--- config.mk ---
export PLATFORM = sky130hd
export DESIGN_NAME = countdown_timer
export DESIGN_NICKNAME = d
export VERILOG_FILES = /design/src/rtl/countdown_timer.sv
export SDC_FILE = /design/constraint.sdc
export NUM_CORES = 1
export LEC_CHECK = 0
export CAP_MARGIN = 0
export CORE_ASPECT_RATIO = 0.75
export CORE_MARGIN = 3
export CORE_UTILIZATION = 52
export CTS_CLUSTER_SIZE = 16
export DETAILED_ROUTE_END_ITERATION = 16
export GPL_TIMING_DRIVEN = 0
export PLACE_DENSITY = 0.87
export SKIP_LAST_GASP = 1
export SLEW_MARGIN = 20
export SYNTH_ARGS = -nofsm -noshare
export SYNTH_HDL_FRONTEND = slang
export SYNTH_SLANG_ARGS = --single-unit
--- constraint.sdc ---
create_clock -name GlobalClock -period 2.5 [get_ports GlobalClock]
set_input_delay 0.75 -clock GlobalClock [delete_from_list [all_inputs] [get_ports GlobalClock]]
set_output_delay 0.75 -clock GlobalClock [all_outputs]
set_load 0.005 [all_outputs]
--- src/rtl/countdown_timer.sv ---
// Programmable down-counting timer with prescaler, one-shot/periodic modes and sticky expiry flag.
// Optional sticky overrun detection is enabled by defining TIMER_OVERRUN_EN.
module countdown_timer #(
  parameter int WIDTH    = 16,
  parameter int PRESCALE = 1
) (
  input  logic             GlobalClock,
  input  logic             clear_n,
  input  logic             ClockEnable,
  input  logic [WIDTH-1:0] LoadData,
  input  logic             load_valid,
  output logic             load_ready,
  input  logic             start,
  input  logic             stop,
  input  logic             periodic,
  input  logic             irq_ack,
  output logic [WIDTH-1:0] CountValue,
  output logic             Expired,
  output logic             Busy,
  output logic             Overrun
);

  localparam int PW = (PRESCALE > 1) ? $clog2(PRESCALE) : 1;
  localparam logic [PW-1:0] PRESC_LAST = PW'(PRESCALE - 1);

  localparam logic [1:0] IDLE = 2'd0;
  localparam logic [1:0] RUN  = 2'd1;
  localparam logic [1:0] DONE = 2'd2;

  logic [1:0]       state_q, state_d;
  logic [WIDTH-1:0] count_q, count_d;
  logic [WIDTH-1:0] reload_q, reload_d;
  logic [PW-1:0]    prescale_q, prescale_d;
  logic             periodicMode_q, periodicMode_d;
  logic             expired_q, expired_d;
  logic             loadAccept;
  logic             expire;
  logic [WIDTH-1:0] effCount;

  assign load_ready = (state_q != RUN);
  assign Busy       = (state_q == RUN);
  assign CountValue = count_q;
  assign Expired    = expired_q;
  assign loadAccept = load_valid & load_ready;
  assign effCount   = loadAccept ? LoadData : count_q;

  // stop outranks everything in RUN; a zero effective count makes start a no-op
  always_comb begin
    state_d        = state_q;
    count_d        = count_q;
    reload_d       = reload_q;
    prescale_d     = prescale_q;
    periodicMode_d = periodicMode_q;
    expire         = 1'b0;

    if (state_q != RUN) begin
      if (loadAccept) begin
        reload_d   = LoadData;
        count_d    = LoadData;
        prescale_d = '0;
      end
      if (start && (effCount != '0)) begin
        state_d        = RUN;
        prescale_d     = '0;
        periodicMode_d = periodic;
      end
    end else if (stop) begin
      state_d    = IDLE;
      prescale_d = '0;
    end else if (ClockEnable) begin
      if (prescale_q == PRESC_LAST) begin
        prescale_d = '0;
        if (count_q > WIDTH'(1)) begin
          count_d = count_q - WIDTH'(1);
        end else if (count_q == WIDTH'(1)) begin
          expire = 1'b1;
          if (periodicMode_q) begin
            count_d = reload_q;
          end else begin
            count_d = '0;
            state_d = DONE;
          end
        end
      end else begin
        prescale_d = prescale_q + PW'(1);
      end
    end

    // a same-cycle expiry beats the acknowledge
    if (expire) begin
      expired_d = 1'b1;
    end else if (irq_ack) begin
      expired_d = 1'b0;
    end else begin
      expired_d = expired_q;
    end
  end

  always_ff @(posedge GlobalClock or negedge clear_n) begin
    if (!clear_n) begin
      state_q        <= IDLE;
      count_q        <= '0;
      reload_q       <= '0;
      prescale_q     <= '0;
      periodicMode_q <= 1'b0;
      expired_q      <= 1'b0;
    end else begin
      state_q        <= state_d;
      count_q        <= count_d;
      reload_q       <= reload_d;
      prescale_q     <= prescale_d;
      periodicMode_q <= periodicMode_d;
      expired_q      <= expired_d;
    end
  end

`ifdef TIMER_OVERRUN_EN
  logic overrun_q, overrun_d;

  // overrun means a second expiry landed before software acknowledged the first
  always_comb begin
    overrun_d = overrun_q;
    if (expire && expired_q && !irq_ack) begin
      overrun_d = 1'b1;
    end else if (irq_ack) begin
      overrun_d = 1'b0;
    end
  end

  always_ff @(posedge GlobalClock or negedge clear_n) begin
    if (!clear_n) begin
      overrun_q <= 1'b0;
    end else begin
      overrun_q <= overrun_d;
    end
  end

  assign Overrun = overrun_q;
`else
  assign Overrun = 1'b0;
`endif

endmodule

Yosys cells after proc, flatten, opt, wreduce, memory -nomap -nowiden
Index checks and enable logic that the tools add are counted.
{"block": "word_totals", "register_bits": 37, "in_bits": 24, "output_inout_bits": 20, "wordCells": 62}
{"block": "classes", "mux": 30, "addsub": 2, "magnitude_cmp": 1, "n_eq_ne": 10, "reduce_logical": 12, "bitwise_logic": 1}
{"op": "$mux 16", "n": 8}
{"op": "$eq 16x1->1 const B", "n": 1}
{"op": "$gt 16x1->1 const B", "n": 1}
{"op": "$mux 2", "n": 8}
{"op": "$reduce_bool 16->1", "n": 1}
{"op": "$sub 16x1->16 const B", "n": 1}
{"op": "$mux 1", "n": 14}
{"op": "$ne 3x3->1 const B", "n": 3}
{"op": "$reduce_bool 3->1", "n": 3}
{"op": "$reduce_and 2->1", "n": 3}
{"op": "$reduce_and 6->1", "n": 1}
{"op": "$ne 2x1->1 const B", "n": 2}
{"op": "$ne 2x2->1 const B", "n": 2}
{"op": "$reduce_and 4->1", "n": 1}
{"op": "$reduce_bool 2->1", "n": 2}
{"op": "$ne 3x1->1 const B", "n": 1}
{"op": "$eq 2x1->1 const B", "n": 1}
{"op": "$add 1x1->1 const B", "n": 1}
{"op": "$and 1x1->1", "n": 1}
{"op": "$logic_and 1x1->1", "n": 1}

Logic depth before layout (Yosys ltp)
{"block": "logic_depth", "depth_word": 8, "mapped_depth": 9, "mapped_depth_nobuf": 8}

Least setup slack after synthesis
No wires, ideal clock.
{"block": "synth_path", "kind": "reg-to-reg", "startpoint": "register count_q[6], in the netlist CountValue[6]", "endpoint": "register count_q[5], in the netlist CountValue[5]", "n_path_buf": 1, "setup_slack_ps": 517, "setup_ps": 126, "t_required_ps": 2374, "t_arrival_ps": 1857, "path_stages_with_launch": 8, "synth_period_minus_slack_ps": 1983, "cell_sequence": "dfrtp_1 -> nor4_4 -> nand4_2 -> o311ai_4 -> nand2_4 -> buf_6 -> nor2_1 -> nor3_2"}
{"block": "synth_via", "elab_chain_cells": 6, "elab_cells_between_ends": 9, "classes_between": "order compare: 1; eq/ne: 1; mux: 5; reduce/logical: 2"}
{"item": "from (decl)", "line_no": "31", "source": "logic [WIDTH-1:0] count_q, count_d;"}
{"item": "from (signal assigned)", "line_no": "109", "source": "count_q <= count_d;"}
{"item": "$gt 16x1->1", "line_no": "73", "source": "if (count_q > WIDTH'(1)) begin"}
{"item": "$mux 16", "line_no": "73"}
{"item": "$mux 16", "line_no": "71", "source": "if (prescale_q == PRESC_LAST) begin"}
{"item": "$mux 16", "line_no": "70", "source": "end else if (ClockEnable) begin"}
{"item": "$mux 16", "line_no": "67", "source": "end else if (stop) begin"}
{"item": "$mux 16", "line_no": "56", "source": "if (state_q != RUN) begin"}
Parallel ways exist; a longest one is shown, timed or not. The select of a mux whose other input is x is not followed.
A chain may end at the register's enable or synchronous reset.

Worst setup path after layout
{"block": "layout_path", "startpoint": "register state_q[1]", "endpoint": "output Busy"}
{"block": "layout_via", "elab_chain_cells": 1}
{"item": "from (decl)", "line_no": "30", "source": "logic [1:0] state_q, state_d;"}
{"item": "from (signal assigned)", "line_no": "108", "source": "state_q <= state_d;"}
{"item": "$eq 2x1->1", "line_no": "41", "source": "assign Busy = (state_q == RUN);"}
{"item": "to (decl)", "line_no": "19", "source": "output logic Busy,"}
Every way passes these cells.

==> run metrics <==
total grt overflow 0; via count 2,101; Final TNS setup 0 ns; TritonCTS buffer count 5; CTS tree yes; post-place setup slack -0.03798 ns; Max Cap Viol 0; cell breakdown of the critical path nand2b_1 > buf_4 > clkinvlp_4 > clkdlybuf4s50_1; clock root buffer clkbuf_8; crit path time final 2.444 ns; Slowest-stage cell, CP clkdlybuf4s50_1; most used routing layer met2; Synth area leaders dfrtp_1 40%, mux2_2 8.6%, nor2_1 7.0%; Mapped Cells 234; Finished Layout Cells 337; drt pass-1 iters 5; f_max 409.1 MHz; Max IR drop VDD 0.4524 mV; cell family with most CP delay buffers and inverters; io pins 44; Via-to-Cell Ratio 6.234; Least-Margin Pin Slew 0.6859 ns; clk buf depth 2; pwr dens 787.1 nW/um^2; CP max stage delay 0.54 ns; worst clock skew 0.002831 ns; clk sinks 36; Core ar. 3899 sq um; Async SR Flop Fraction 1.000; worst setup margin 0.05556 ns; Psw 0.8173 mW; Die H 62.82 microns; Synth top cells by count 42 x nor2_1, 36 x dfrtp_1, 20 x nand2_1, 17 x mux2_2; clock group share of total power 0.197; met2 usage 0.3690; Top FF cell, synth dfrtp_1; vias in the first global route 1,994; DR DRC count 0; Net Sw Frac 0.3653; starting density of the core 0.5741; H-tree levels 2; status complete, no violations; met3 Use GR 0.05764; WP data required 1.75 ns; element type at the critical path end output port; # fillers 319; CP Class register to output port; LEAKAGE 1.085 nW; final period utilization 0.9778; peak fanout along the critical path 9; largest net degree at the start of global routing 23; Placer Congestion 0.9730; Routed Antenna Nets 0; Slew HR 0.5427; Antenna diodes 0; register clock-pin slew on the reported worst setup and hold paths 0.07 ns; Area Growth Syn to Fin 27.00%; initial antenna violation count 0; area leader, netlist dfrtp_1; total power 2.238 mW; met1 Usage GRT 0.3586; RSZ-0062 raised after global routing false; CP bufs+invs 3; Avg Inst Size Synth 9.566 sq um; Yosys Warn Count 0; sequential fraction of the synthesis area 0.4025; CP startpoint kind register; Yosys top cell area share 0.4025; routed len/inst 19.15 microns; Nets 310; Setup violations, final 0; Hold WC Path Type primary input to async pin; layout cells sized above 1 0.1860; clk_lat worst skew 0.30 ns; flops & latches, synth 36; Slew Limit Fails 0; Post-DP HPWL 4475 microns; final hold viol count 0; row count 19; wire length of the first global-routing pass 9846 microns; Data arrival, critical path 1.69 ns; Internal Power 1.420 mW; Routed WL 6452 microns; post-layout util 0.7291; die area 5136 sq um; Die Wd 81.76 microns; Seq pwr share 0.424; placed cells 328; combinational cell fraction of total power 0.379; IO buf count 41; top-count cell post-synth nor2_1; First DRT Iteration DRCs 234; Netlist cell types 55; Post-synth EDFFs 0; Mapped Nets 260; All-Layer GR Usage 0.2525; Post-Syn Area 2238 sq um
-- state kept, by name, indices dropped and copies added, names as in the netlist --
| register | flops |
|---|---|
| state_q | 2 |
| reload_q | 16 |
| CountValue | 16 |
| Expired | 1 |
| periodicMode_q | 1 |
-- layer usage --
layer / wire [microns] / up-vias
li1: - / 948
met1: 2835 / 1015
met2: 2930 / 120
met3: 553 / 18
met4: 132 / 0
met5: 0 / -
-- layout by cell type, fill, tap and decap left out, types with 2 or more instances in the layout --
cell / n
nand3_1: 3
dfrtp_1: 36
clkdlybuf4s50_1: 40
o31ai_1: 2
nor3_2: 5
nand2_1: 20
o21a_1: 2
mux2_2: 17
ha_1: 2
a31oi_1: 2
clkbuf_8: 7
a311oi_1: 11
nand2b_1: 2
buf_6: 4
mux2i_1: 2
inv_1: 6
nor3_1: 11
clkbuf_1: 8
nor4_1: 6
o21ai_0: 8
a21oi_1: 3
nor2_1: 42
o22ai_2: 2
nand4_1: 3
xor2_1: 2
buf_4: 4
xnor2_1: 4
-- worst reg2reg max path, delay by kind of cell (launching register included) --
family	cells	cell delay (ns)
flops	1	0.44
compound gates	2	0.45
buf+inv	1	0.23
simple gates	4	1.13
-- power by group through the flow --
| stage | clock network [mW] | registers [mW] | logic, mW |
|---|---|---|---|
| floorplan | 0 | 0.908 | 0.473 |
| global placement | 0 | 0.940 | 0.793 |
| detailed placement | 0 | 0.945 | 0.824 |
| CTS | 0.436 | 0.936 | 0.836 |
| global route | 0.463 | 0.970 | 0.911 |
| finish | 0.441 | 0.949 | 0.848 |
-- area by class of cell --
cell class,instances,area [sq um],area share
Clock buffer,8,90.09,0.03169
Sequential cell,36,900.9,0.3169
Buffer,14,103.9,0.03653
Timing Repair Buffer,43,440.4,0.1549
Inverter,7,30.03,0.01056
Multi-Input combinational cell,177,1212,0.4265
Tap cell,52,65.06,0.02289
-- timing repair --
action                                  CTS  global route
setup buffers                             0             1
endpoints found under the setup margin    0             5
resized for setup                         0             2
hold buffers                              0             0
-- worst paths after layout --
kind                                       startpoint                        end  slack [ns]  cells past startpoint
hold / removal                                clear_n  CountValue[0]$_DFFE_PN0P_        0.36                      1
hold reg to reg              reload_q[12]$_DFFE_PN0P_   reload_q[12]$_DFFE_PN0P_        0.49                      2
min in group GlobalClock     reload_q[12]$_DFFE_PN0P_   reload_q[12]$_DFFE_PN0P_        0.49                      2
max in group asynchronous                     clear_n    reload_q[9]$_DFFE_PN0P_        1.70                      2
setup / recovery               state_q[1]$_DFFE_PN0P_                       Busy        0.06                      4
setup reg to reg           CountValue[14]$_DFFE_PN0P_  CountValue[7]$_DFFE_PN0P_        0.14                      7
-- cell families after synthesis --
kind of cell | synth area share
AO/OA/AOI/OAI | 0.1621
XOR/XNOR | 0.02348
adder cells (fa/ha/maj) | 0.01118
buffers and inverters | 0.05813
flip-flops | 0.4025
multiplexers | 0.09446
other | 0.001675
AND/OR/NAND/NOR | 0.2465
-- through the flow --
step | hold WS [ns] | area, sq um
2_1_floorplan | 0.4465 | 2238
3_3_place_gp | 0.4679 | 2714
3_5_place_dp | 0.4682 | 2736
4_1_cts | 0.3782 | 2826
5_1_grt | 0.4012 | 2843
6_report | 0.3613 | 2843
(Power assumes the default switching activity.)
